<file path="src/rtl/misr_periph_responder.sv">
// Two-register MISR peripheral with SRAM response pass-through and a one-cycle response pipeline.
// Optional build macro MISR_CLEAR_ON_READ_EN: a legal read reloads the read MISR to MISR_SEED.
module misr_periph_responder #(
    parameter int                        NBIT_MISR_DATA = 32,
    parameter int                        NBIT_AXI_WIDTH = 64,
    parameter int                        USER_AXI_WIDTH = 10,
    parameter logic [NBIT_MISR_DATA-1:0] MISR_POLY      = 32'h04C11DB7,
    parameter logic [NBIT_MISR_DATA-1:0] MISR_SEED      = 32'h00000000
) (
    input  logic                      clk_i,
    input  logic                      rst_i,
    input  logic [1:0]                re_misr_i,
    input  logic [1:0]                we_misr_i,
    input  logic [NBIT_MISR_DATA-1:0] data_misr_i,
    input  logic [USER_AXI_WIDTH-1:0] user_i,
    input  logic                      sram_req_i,
    input  logic [NBIT_AXI_WIDTH-1:0] sram_rdata_i,
    input  logic [USER_AXI_WIDTH-1:0] sram_ruser_i,
    output logic                      rvalid_o,
    output logic [NBIT_AXI_WIDTH-1:0] rdata_o,
    output logic [USER_AXI_WIDTH-1:0] ruser_o,
    output logic                      err_o,
    output logic [1:0]                src_dbg
);

    // Handshake: any strobe is a request; rvalid_o pulses exactly one cycle later.
    // There is no ready, so the consumer must accept every rvalid_o pulse.
    typedef enum logic [1:0] {S_IDLE, S_SRAM, S_MISR_RD, S_MISR_WR} src_t;

    src_t                      src_q;
    src_t                      src_next;
    logic [NBIT_MISR_DATA-1:0] misr [2];
    logic [NBIT_MISR_DATA-1:0] rd_q;
    logic [USER_AXI_WIDTH-1:0] user_q;
    logic                      err_q;

    logic re_any;
    logic we_any;
    logic req;
    logic illegal;
    logic rd_legal;
    logic wr_legal;

    function automatic logic [NBIT_MISR_DATA-1:0] misr_step(
        input logic [NBIT_MISR_DATA-1:0] cur,
        input logic [NBIT_MISR_DATA-1:0] din
    );
        return {cur[NBIT_MISR_DATA-2:0], 1'b0}
             ^ (cur[NBIT_MISR_DATA-1] ? MISR_POLY : '0)
             ^ din;
    endfunction

    assign re_any   = |re_misr_i;
    assign we_any   = |we_misr_i;
    assign req      = re_any | we_any | sram_req_i;
    assign illegal  = (&re_misr_i) | (&we_misr_i) | (re_any & we_any)
                    | ((re_any | we_any) & sram_req_i);
    assign rd_legal = re_any & ~illegal;
    assign wr_legal = we_any & ~illegal;

    always_ff @(posedge clk_i or posedge rst_i) begin
        if (rst_i) src_q <= S_IDLE;
        else       src_q <= src_next;
    end

    // Illegal requests without SRAM reuse the write path: valid response, zero data.
    always_comb begin
        src_next = S_IDLE;
        if (sram_req_i)   src_next = S_SRAM;
        else if (illegal) src_next = S_MISR_WR;
        else if (re_any)  src_next = S_MISR_RD;
        else if (we_any)  src_next = S_MISR_WR;
    end

    always_comb begin
        rvalid_o = 1'b0;
        rdata_o  = '0;
        ruser_o  = '0;
        case (src_q)
            S_SRAM: begin
                rvalid_o = 1'b1;
                rdata_o  = sram_rdata_i;
                ruser_o  = sram_ruser_i;
            end
            S_MISR_RD: begin
                rvalid_o                     = 1'b1;
                rdata_o[NBIT_MISR_DATA-1:0]  = rd_q;
                ruser_o                      = user_q;
            end
            S_MISR_WR: begin
                rvalid_o = 1'b1;
                ruser_o  = user_q;
            end
            default: ;
        endcase
    end

    always_ff @(posedge clk_i or posedge rst_i) begin
        if (rst_i) begin
            misr[0] <= MISR_SEED;
            misr[1] <= MISR_SEED;
            rd_q    <= '0;
            user_q  <= '0;
            err_q   <= 1'b0;
        end else begin
            err_q <= illegal;
            if (req)      user_q <= user_i;
            if (rd_legal) rd_q   <= re_misr_i[1] ? misr[1] : misr[0];
            for (int k = 0; k < 2; k++) begin
                if (wr_legal && we_misr_i[k]) misr[k] <= misr_step(misr[k], data_misr_i);
`ifdef MISR_CLEAR_ON_READ_EN
                if (rd_legal && re_misr_i[k]) misr[k] <= MISR_SEED;
`endif
            end
        end
    end

    assign err_o   = err_q;
    assign src_dbg = src_q;

endmodule
</file>
<file path="config.mk">
export PLATFORM = sky130hd
export DESIGN_NAME = misr_periph_responder
export DESIGN_NICKNAME = d
export VERILOG_FILES = /design/src/rtl/misr_periph_responder.sv
export SDC_FILE = /design/constraint.sdc
export NUM_CORES = 1
export LEC_CHECK = 0
export CAP_MARGIN = 20
export CORE_MARGIN = 2
export CORE_UTILIZATION = 31
export CTS_CLUSTER_DIAMETER = 50
export DETAILED_ROUTE_END_ITERATION = 8
export PLACE_DENSITY = 0.66
export SYNTH_ARGS = -nofsm -noshare
export SYNTH_HDL_FRONTEND = slang
export SYNTH_SLANG_ARGS = --single-unit
export TNS_END_PERCENT = 5
</file>
<file path="constraint.sdc">
create_clock -name clk_i -period 3.7 [get_ports clk_i]
set_input_delay 0.74 -clock clk_i [delete_from_list [all_inputs] [get_ports clk_i]]
set_output_delay 0.74 -clock clk_i [all_outputs]
set_load 0.01 [all_outputs]
</file>
==> results of run 1 <==
==> kinds of logic after synthesis <==
kind of cell | Yosys count | share of synthesized area (%)
fa+ha+maj | 4 | 0.8152
simple gates | 84 | 8.070
compound gates | 110 | 11.29
flops | 109 | 44.43
xor+xnor | 91 | 13.10
mux | 106 | 18.79
buf+inv | 49 | 3.505
==> sequential cells by signal, summed over array words and instances (netlist names) <==
signal	cells
user_q	10
err_o	1
misr	64
rd_q	32
src_dbg	2
==> per-stage QoR <==
stage                     setup slack (ps)  util, %  hold WS [ps]  std cells
after floorplan                      86.05        -         474.1        553
after global placement               508.3    43.40         489.9        987
final                                312.0    45.01         513.6       1003
after global routing                 69.17    45.01         532.7       1003
after detailed placement             414.5    43.40         496.3        987
after CTS                            21.93    45.00         514.0       1003
==> worst min-delay path by stage <==
stage                     slack [ps]         to
after floorplan                  470  user_q[9]
after global placement           490  user_q[8]
after detailed placement         500  user_q[8]
after CTS                        510  user_q[8]
after global routing             530  user_q[8]
final                            510  user_q[8]
==> layout make-up <==
| type | instances | share of cell area (%) |
|---|---|---|
| Multi-Input combinational cell | 395 | 36.81 |
| Sequential cell | 109 | 31.14 |
| Timing Repair Buffer | 213 | 24.48 |
| Tap cell | 265 | 3.785 |
| Clock buffer | 10 | 2.728 |
| Clock inverter | 6 | 0.8142 |
| Inverter | 5 | 0.2428 |
==> layout by cell type (no fill, tap or decap), types with 9 or more instances in the layout <==
cell	netlist	final
xnor2_1	52	52
nor2_1	11	11
a31oi_1	32	32
and2_1	33	33
a21oi_1	35	35
mux2_2	72	72
xor2_1	38	38
nor2b_1	32	32
clkbuf_16	0	9
buf_4	2	9
dfrtp_1	109	109
mux2i_1	32	32
clkdlybuf4s50_1	0	199
a22oi_1	41	41
==> metal layers <==
metal / global-route usage [%] / vias up / share of wire [%]
met5: 0 / - / 0.11
met4: 2.606 / 2 / 0.79
li1: - / 2293 / -
met2: 27.11 / 150 / 48
met3: 4.245 / 10 / 7.7
met1: 19.36 / 2265 / 43
==> power groups by stage <==
| stage | Clock (W) | Sequential [W] | Combinational, W |
|---|---|---|---|
| global placement | 0 | 0.00220 | 0.00167 |
| floorplan | 0 | 0.00200 | 0.00135 |
| global route | 0.00109 | 0.00226 | 0.00188 |
| detailed placement | 0 | 0.00221 | 0.00170 |
| CTS | 0.00104 | 0.00219 | 0.00171 |
| finish | 0.000998 | 0.00219 | 0.00168 |
==> metrics.txt, run 1 <==
routed vias=4720; core area=0.01946 mm2; Leak=3.499 nW; antenna-violating nets left=0; initial antenna violation count=2; DR pass1 iterations=4; I/O Pins=201; Synth Instances=553; Vias/cell=4.706; initial DRC count=206; Arr. time, crit path=2650 ps; Placed Area=0.008447 mm2; gr ovfl total=0; Net Sw Frac=32.17%; clock sink count=109; HP Class=reg -> reg; Critical-path top delay cell=dfrtp_1; type of origin of the critical path=flip-flop; area delta synth->final=42.67%; critical setup path kind=reg -> out; CP Depth=5; ant diodes=0; # nets final=860; Clock Root Buffer=clkbuf_16; internal power=0.003302 W; sequential power share=45.0%; CTS max path bufs=2; top fanout value on the critical path=18; Overall Power=0.004868 W; sequential area share after synthesis=44.43%; Synth top cells by count=dfrtp_1 (109), mux2_2 (72), xnor2_1 (52), a22oi_1 (41), xor2_1 (38); Die Wd=144.7 um; R2R Setup Slk=1970 ps; Die Y-Extent=144.7 um; ys async rst share=100.0%; Final Hold Viols=0; share of the synthesized area in the top cell type=44.43%; area of the mapped netlist=0.006140 mm2; GPL Wtd Cong=0.7278; Fin Clk Skew=6.883 ps; Skew-Pair Late Insertion Delay=350 ps; start of the worst register-to-register path=misr[63]; Multi-input gate area=0.003224 mm2; first-pass GRT wire length=24870 um; ranking of synthesized cells by area=dfrtp_1 (44%), mux2_2 (13%), xnor2_1 (7.4%); largest net degree at the start of global routing=61; worst flop-to-flop path endpoint=misr[33]; Yosys reg bits=109; Hold Buf Count CTS=0; Final Max Slew Viols=0; worst-margin pin slew=985.4 ps; worst-path cell chain=inv_1 -> ha_2 -> buf_4 -> nor2b_1 -> clkdlybuf4s50_1; Mean Syn Cell Area=11.10 um2; Worst Setup End Kind=output pin; # port buffers=200; drc violations=0; period utilization=91.57%; drt total wl=16170 um; CTS tree=built; crit path from=src_dbg[1]; Mapped Nets=680; Buf/Inv on CP=3; Syn. warnings=0; NetSw=0.001566 W; post-synth cell types=24; CP delay by family, top=buffers and inverters; crit path time final=3388 ps; status=finished clean; Hold Startpoint=user_q[8]; Fin Setup TNS=0 ps; routed len/inst=16.12 um; Post-synth EDFFs=0; vias in the first global route=4699; maxcap violations=0; CTS resizes=0; end of the critical path=rdata_o[14]; RSZ-0062 raised after global routing=no; pwr dens=555.7 mW/mm2; clock power share=20.5%; Seq. cell area=0.002728 mm2; FILL cells=1867; share of cells above drive strength 1=14.77%; clock-pin slew on the worst setup and hold paths=70 ps; Post-CTS Setup Inserts=0; WHS Path Cells=1; CTS H-tree depth=3; Gate power share=34.5%; dpl hpwl=11650 um; relative slew slack=34.31%; worst-case vdd ir drop=235.5 uV; Most used DFF post-synth=dfrtp_1; Synth area leader=dfrtp_1; count leader, synth=dfrtp_1; Crit path required time=2960 ps; Fmax achieved=295.2 MHz; DIE AREA=0.02095 mm2; Slowest Stage Delay on Critical Path=620 ps; Site Rows=51; Finish-stage setup viols=0; Starting Density=31.55%; Total GRT Usage=15.46%; CTS Buf Count=9; Reg2Reg Depth=3; Design Area, Final=0.008760 mm2
(Power assumes the default switching activity.)
==> run 2, diff against run 1 <==
--- a/config.mk
+++ b/config.mk
@@ -6,11 +6,13 @@
 export NUM_CORES = 1
 export LEC_CHECK = 0
 export CAP_MARGIN = 20
+export CELL_PAD_IN_SITES_DETAIL_PLACEMENT = 0
+export CELL_PAD_IN_SITES_GLOBAL_PLACEMENT = 1
 export CORE_MARGIN = 2
 export CORE_UTILIZATION = 31
 export CTS_CLUSTER_DIAMETER = 50
 export DETAILED_ROUTE_END_ITERATION = 8
-export PLACE_DENSITY = 0.66
+export PLACE_DENSITY = 0.81
 export SYNTH_ARGS = -nofsm -noshare
 export SYNTH_HDL_FRONTEND = slang
 export SYNTH_SLANG_ARGS = --single-unit
==> run 2 against run 1 <==
Effect of this change:
- critical path depth unchanged
- utilization decreased by 0.35 points
- worst hold slack barely moved
- non-clock buffer count is 3 lower
- combinational power is essentially flat
- clock skew increased by 1.9 ps
- final area fell by 0.79%
==> metrics.txt, run 2 (same netlist as run 1, synthesis figures left out) <==
Skew-Pair Late Insertion Delay=340 ps (was 350 ps); Gate power share=34.9% (was 34.5%); critical setup path kind=reg -> out (unchanged); HP Class=reg -> reg (unchanged); routed vias=4713 (was 4720); Fin Clk Skew=8.771 ps (was 6.883 ps); clock sink count=109 (unchanged); initial DRC count=232 (was 206); initial antenna violation count=2 (unchanged); CTS tree=built (unchanged); type of origin of the critical path=flip-flop (unchanged); # nets final=857 (was 860); Site Rows=51 (unchanged); I/O Pins=201 (unchanged); dpl hpwl=11540 um (was 11650 um); gr ovfl total=0 (unchanged); Total GRT Usage=15.33% (was 15.46%); Worst Setup End Kind=output pin (unchanged); CTS Buf Count=9 (unchanged); Final Max Slew Viols=0 (unchanged); FILL cells=1872 (was 1867); internal power=0.003286 W (was 0.003302 W); pwr dens=554.3 mW/mm2 (was 555.7 mW/mm2); CP delay by family, top=buffers and inverters (unchanged); clock power share=19.7% (was 20.5%); DR pass1 iterations=6 (was 4); Post-CTS Setup Inserts=0 (unchanged); core area=0.01946 mm2 (unchanged); max FFs per register=64 (unchanged); Fmax achieved=315.9 MHz (was 295.2 MHz); Setup WS post-layout=533.9 ps (was 312.0 ps); Multi-input gate area=0.003222 mm2 (was 0.003224 mm2); NetSw=0.001532 W (was 0.001566 W); Seq. cell area=0.002728 mm2 (unchanged); crit path time final=3166 ps (was 3388 ps); Vias/cell=4.718 (was 4.706); Buf/Inv on CP=2 (was 3); Critical-path top delay cell=dfrtp_1 (unchanged); Hold Buf Count CTS=0 (unchanged); antenna-violating nets left=0 (unchanged); status=finished clean (unchanged); CTS H-tree depth=3 (unchanged); Finish-stage setup viols=0 (unchanged); Arr. time, crit path=2430 ps (was 2650 ps); GPL Wtd Cong=0.7248 (was 0.7278); area delta synth->final=41.55% (was 42.67%); maxcap violations=0 (unchanged); Top reg by flops=misr (unchanged); CTS resizes=0 (unchanged); Starting Density=31.55% (unchanged); RSZ-0062 raised after global routing=no (unchanged); Die Y-Extent=144.7 um (unchanged); vias in the first global route=4640 (was 4699); routed len/inst=16.13 um (was 16.12 um); top flop regs=misr x64, rd_q x32, user_q x10 (unchanged); relative slew slack=39.41% (was 34.31%); Crit path required time=2960 ps (about the same); largest net degree at the start of global routing=86 (was 61); Net Sw Frac=31.79% (was 32.17%); worst slack at placement=608.2 ps (was 414.5 ps); DIE AREA=0.02095 mm2 (unchanged); Final Hold Viols=0 (unchanged); first-pass GRT wire length=24770 um (was 24870 um); sequential power share=45.4% (was 45.0%); drc violations=0 (unchanged); ant diodes=0 (unchanged); commonest cells after routing, fill and taps aside=clkdlybuf4s50_1 (199), dfrtp_1 (109), mux2_2 (72) (unchanged); Hold WS=513.3 ps (was 513.6 ps); Fin Setup TNS=0 ps (unchanged); # port buffers=200 (unchanged); CTS max path bufs=2 (unchanged); share of cells above drive strength 1=14.03% (was 14.77%); Slowest Stage Delay on Critical Path=610 ps (was 620 ps); most common cell after layout, fill and taps aside=clkdlybuf4s50_1 (unchanged); Leak=3.480 nW (was 3.499 nW); Clock Root Buffer=clkbuf_16 (unchanged); worst-case vdd ir drop=213.9 uV (was 235.5 uV); worst-margin pin slew=907.8 ps (was 985.4 ps); top fanout value on the critical path=25 (was 18); drt total wl=16110 um (was 16170 um); period utilization=85.57% (was 91.57%); Die Wd=144.7 um (unchanged); worst-path cell chain=ha_1 -> buf_4 -> a22oi_1 -> nor2b_1 -> clkdlybuf4s50_1 (was inv_1 -> ha_2 -> buf_4 -> nor2b_1 -> clkdlybuf4s50_1); clock-pin slew on the worst setup and hold paths=70 ps (about the same)
run 2: layout make-up:
type,count,area share [%]
multi-input combinational,395,37.07
sequential,109,31.38
timing repair buffer,210,24.13
tap,265,3.815
clock buffer,11,2.793
clock inverter,4,0.5615
inverter,5,0.2447
run 2: power by group through the flow:
| stage | clock, W | sequential, W | combinational, W |
|---|---|---|---|
| detailed placement | 0 | 0.00221 | 0.00170 |
| CTS | 0.000981 | 0.00220 | 0.00171 |
| floorplan | 0 | 0.00200 | 0.00135 |
| global route | 0.00102 | 0.00227 | 0.00189 |
| finish | 0.000950 | 0.00219 | 0.00168 |
| global placement | 0 | 0.00220 | 0.00166 |
run 2: worst register-to-register path, stage by stage (launching register included):
cell and delay (ps):
dfrtp_1 910, xnor2_1 220, xnor2_1 160, mux2_2 250
run 2: metrics by stage:
step	util [%]	area, um2	power, W	cells
2_1_floorplan	-	6140	0.003350	553
3_3_place_gp	43.16	8399	0.003855	984
3_5_place_dp	43.16	8399	0.003916	984
4_1_cts	44.65	8691	0.004887	999
5_1_grt	44.65	8691	0.005188	999
6_report	44.65	8691	0.004818	999
run 2: path summary, 6_finish.rpt:
path | start | end | slack (ps) | depth (start not counted)
max in group asynchronous | rst_i | misr[42] | 2190 | 3
worst min register to register | user_q[6] | user_q[6] | 510 | 1
min in group asynchronous | rst_i | user_q[4] | 720 | 2
worst min-delay path | user_q[6] | user_q[6] | 510 | 1
worst max register to register | misr[63] | misr[40] | 2050 | 3
worst max-delay path | src_dbg[1] | rdata_o[21] | 530 | 5
run 2: per-layer routing:
layer	share of wire, %	track usage (%)	up-vias
met5	0.068	0	-
met4	0.92	3.219	2
met3	7.2	3.389	16
met2	47	26.79	157
met1	44	19.53	2260
li1	-	-	2278
==> run 3, diff against run 2 <==
--- a/config.mk
+++ b/config.mk
@@ -9,10 +9,10 @@
 export CELL_PAD_IN_SITES_DETAIL_PLACEMENT = 0
 export CELL_PAD_IN_SITES_GLOBAL_PLACEMENT = 1
 export CORE_MARGIN = 2
-export CORE_UTILIZATION = 31
+export CORE_UTILIZATION = 32
 export CTS_CLUSTER_DIAMETER = 50
 export DETAILED_ROUTE_END_ITERATION = 8
-export PLACE_DENSITY = 0.81
+export PLACE_DENSITY = 0.83
 export SYNTH_ARGS = -nofsm -noshare
 export SYNTH_HDL_FRONTEND = slang
 export SYNTH_SLANG_ARGS = --single-unit
==> run 3 against run 2 <==
Effect of this change:
- global-route usage grew 0.72 points
- register-to-register slack lost 60 ps
- non-clock buffer count is the same
- critical path depth grew 1
- combinational power is essentially flat
- cell count shrank 3.1%
- clock-buffer cell count is the same
- total power grew 2.1%
- utilization grew 1.6 points
- flip-flop and latch count is the same
- critical endpoint is now rdata_o[20]
- largest power group unchanged
==> metrics.txt, run 3 (same netlist as run 1, synthesis figures left out) <==
top fanout value on the critical path=59 (was 25); Hold Buf Count CTS=0 (unchanged); I/O Pins=201 (unchanged); worst-case vdd ir drop=274.6 uV (was 213.9 uV); CTS H-tree depth=3 (unchanged); Site Rows=50 (was 51); largest net degree at the start of global routing=66 (was 86); DIE AREA=0.02031 mm2 (was 0.02095 mm2); worst slack at placement=659.9 ps (was 608.2 ps); sequential power share=44.6% (was 45.4%); period utilization=91.11% (was 85.57%); Final Hold Viols=0 (unchanged); first-pass GRT wire length=25330 um (was 24770 um); CTS Buf Count=9 (unchanged); Skew-Pair Late Insertion Delay=350 ps (was 340 ps); NetSw=0.001559 W (was 0.001532 W); clock-pin slew on the worst setup and hold paths=70 ps (about the same); internal power=0.003358 W (was 0.003286 W); WHS Path Cells=1 (unchanged); type of origin of the critical path=flip-flop (unchanged); max FFs per register=64 (unchanged); crit path time final=3371 ps (was 3166 ps); Clock Root Buffer=clkbuf_16 (unchanged); initial DRC count=217 (was 232); HP Class=reg -> reg (unchanged); Setup WS post-layout=328.8 ps (was 533.9 ps); relative slew slack=35.45% (was 39.41%); Vias/cell=4.895 (was 4.718); routed len/inst=16.70 um (was 16.13 um); Design Area, Final=0.008688 mm2 (was 0.008691 mm2); Die Wd=142.5 um (was 144.7 um); Gate power share=34.3% (was 34.9%); Fin Setup TNS=0 ps (unchanged); Fmax achieved=296.6 MHz (was 315.9 MHz); Placed Area=0.008373 mm2 (was 0.008399 mm2); GPL Wtd Cong=0.7163 (was 0.7248); Reg2Reg Depth=3 (unchanged); clock sink count=109 (unchanged); worst-margin pin slew=968.3 ps (was 907.8 ps); Finished Core Util=46.29% (was 44.65%); Net Sw Frac=31.71% (was 31.79%); Starting Density=32.71% (was 31.55%); top flop regs=misr x64, rd_q x32, user_q x10 (unchanged); Final Max Slew Viols=0 (unchanged); core area=0.01877 mm2 (was 0.01946 mm2); Finish-stage setup viols=0 (unchanged); RSZ-0062 raised after global routing=no (unchanged); CTS max path bufs=2 (unchanged); # nets final=857 (unchanged); commonest cells after routing, fill and taps aside=clkdlybuf4s50_1 (199), dfrtp_1 (109), mux2_2 (72) (unchanged); Worst Hold End=user_q[9] (was user_q[6]); start of the worst register-to-register path=misr[31] (was misr[63]); routed vias=4738 (was 4713); ant diodes=0 (unchanged); Hold Startpoint=user_q[9] (was user_q[6]); drc violations=0 (unchanged); Worst Setup End Kind=output pin (unchanged); Leak=3.490 nW (was 3.480 nW); Total GRT Usage=16.05% (was 15.33%); worst flop-to-flop path endpoint=misr[5] (was misr[40]); Fin Clk Skew=7.879 ps (was 8.771 ps); DR pass1 iterations=4 (was 6); maxcap violations=0 (unchanged); # port buffers=200 (unchanged); antenna-violating nets left=0 (unchanged); dpl hpwl=11410 um (was 11540 um); most common cell after layout, fill and taps aside=clkdlybuf4s50_1 (unchanged); status=finished clean (unchanged); initial antenna violation count=1 (was 2); vias in the first global route=4711 (was 4640); Post-CTS Setup Inserts=0 (unchanged); CTS tree=built (unchanged); Crit path required time=2960 ps (about the same); Die Y-Extent=142.5 um (was 144.7 um); Hold WS=508.8 ps (was 513.3 ps); gr ovfl total=0 (unchanged); clock power share=21.2% (was 19.7%); share of cells above drive strength 1=14.03% (unchanged); R2R Setup Slk=1990 ps (was 2050 ps); CTS resizes=0 (unchanged); pwr dens=566.0 mW/mm2 (was 554.3 mW/mm2); area delta synth->final=41.51% (was 41.55%); Arr. time, crit path=2630 ps (was 2430 ps); Top reg by flops=misr (unchanged); drt total wl=16170 um (was 16110 um); critical setup path kind=reg -> out (unchanged)
-- run 3: cell count changes in the layout (fill, tap and decap cells not counted), sizes merged --
cell	delta
bufinv	+1
clkinv	-2
clkinvlp	+1
-- run 3: stage by stage --
stage	power, W	instances
6_report	0.004918	968
5_1_grt	0.005265	968
4_1_cts	0.004980	968
3_5_place_dp	0.003916	953
3_3_place_gp	0.003863	953
2_1_floorplan	0.003350	553
-- run 3: worst max path at each step --
stage / startpoint / to / cells past startpoint
after floorplan: rst_i / err_o / 1
after global placement: re_misr_i[0] / misr[23] / 4
after detailed placement: re_misr_i[0] / misr[23] / 4
after CTS: src_dbg[1] / rdata_o[20] / 6
after global routing: src_dbg[1] / rdata_o[11] / 6
final: src_dbg[1] / rdata_o[20] / 6
-- run 3: power groups by stage --
stage	logic, W	registers (W)	clock network [W]
global route	0.00188	0.00227	0.00112
CTS	0.00171	0.00220	0.00107
floorplan	0.00135	0.00200	0
detailed placement	0.00170	0.00222	0
finish	0.00168	0.00219	0.00104
global placement	0.00166	0.00220	0
-- run 3: cell type report --
| cell class | instances | area [um2] |
|---|---|---|
| Tap cell | 234 | 292.8 |
| Timing Repair Buffer | 210 | 2110 |
| Clock buffer | 11 | 242.7 |
| Inverter | 5 | 21.27 |
| Clock inverter | 4 | 72.57 |
| Multi-Input combinational cell | 395 | 3222 |
| Fill cell | 1781 | 10080 |
| Sequential cell | 109 | 2728 |
-- run 3: per-layer routing --
metal / share of wire, % / global-route usage [%] / vias up
met1: 45 / 20.57 / 2270
met2: 47 / 27.20 / 164
met4: 1.5 / 5.315 / 2
li1: - / - / 2286
met5: 0.043 / 0 / -
met3: 6.5 / 3.129 / 16
-- run 3: worst max-delay path, cell delays in order (launching register included) --
cell             delay (ps)
dfrtp_1                 540
inv_1                   150
ha_2                    460
buf_12                  290
a22oi_1                 130
nor2b_1                 140
clkdlybuf4s50_1         550
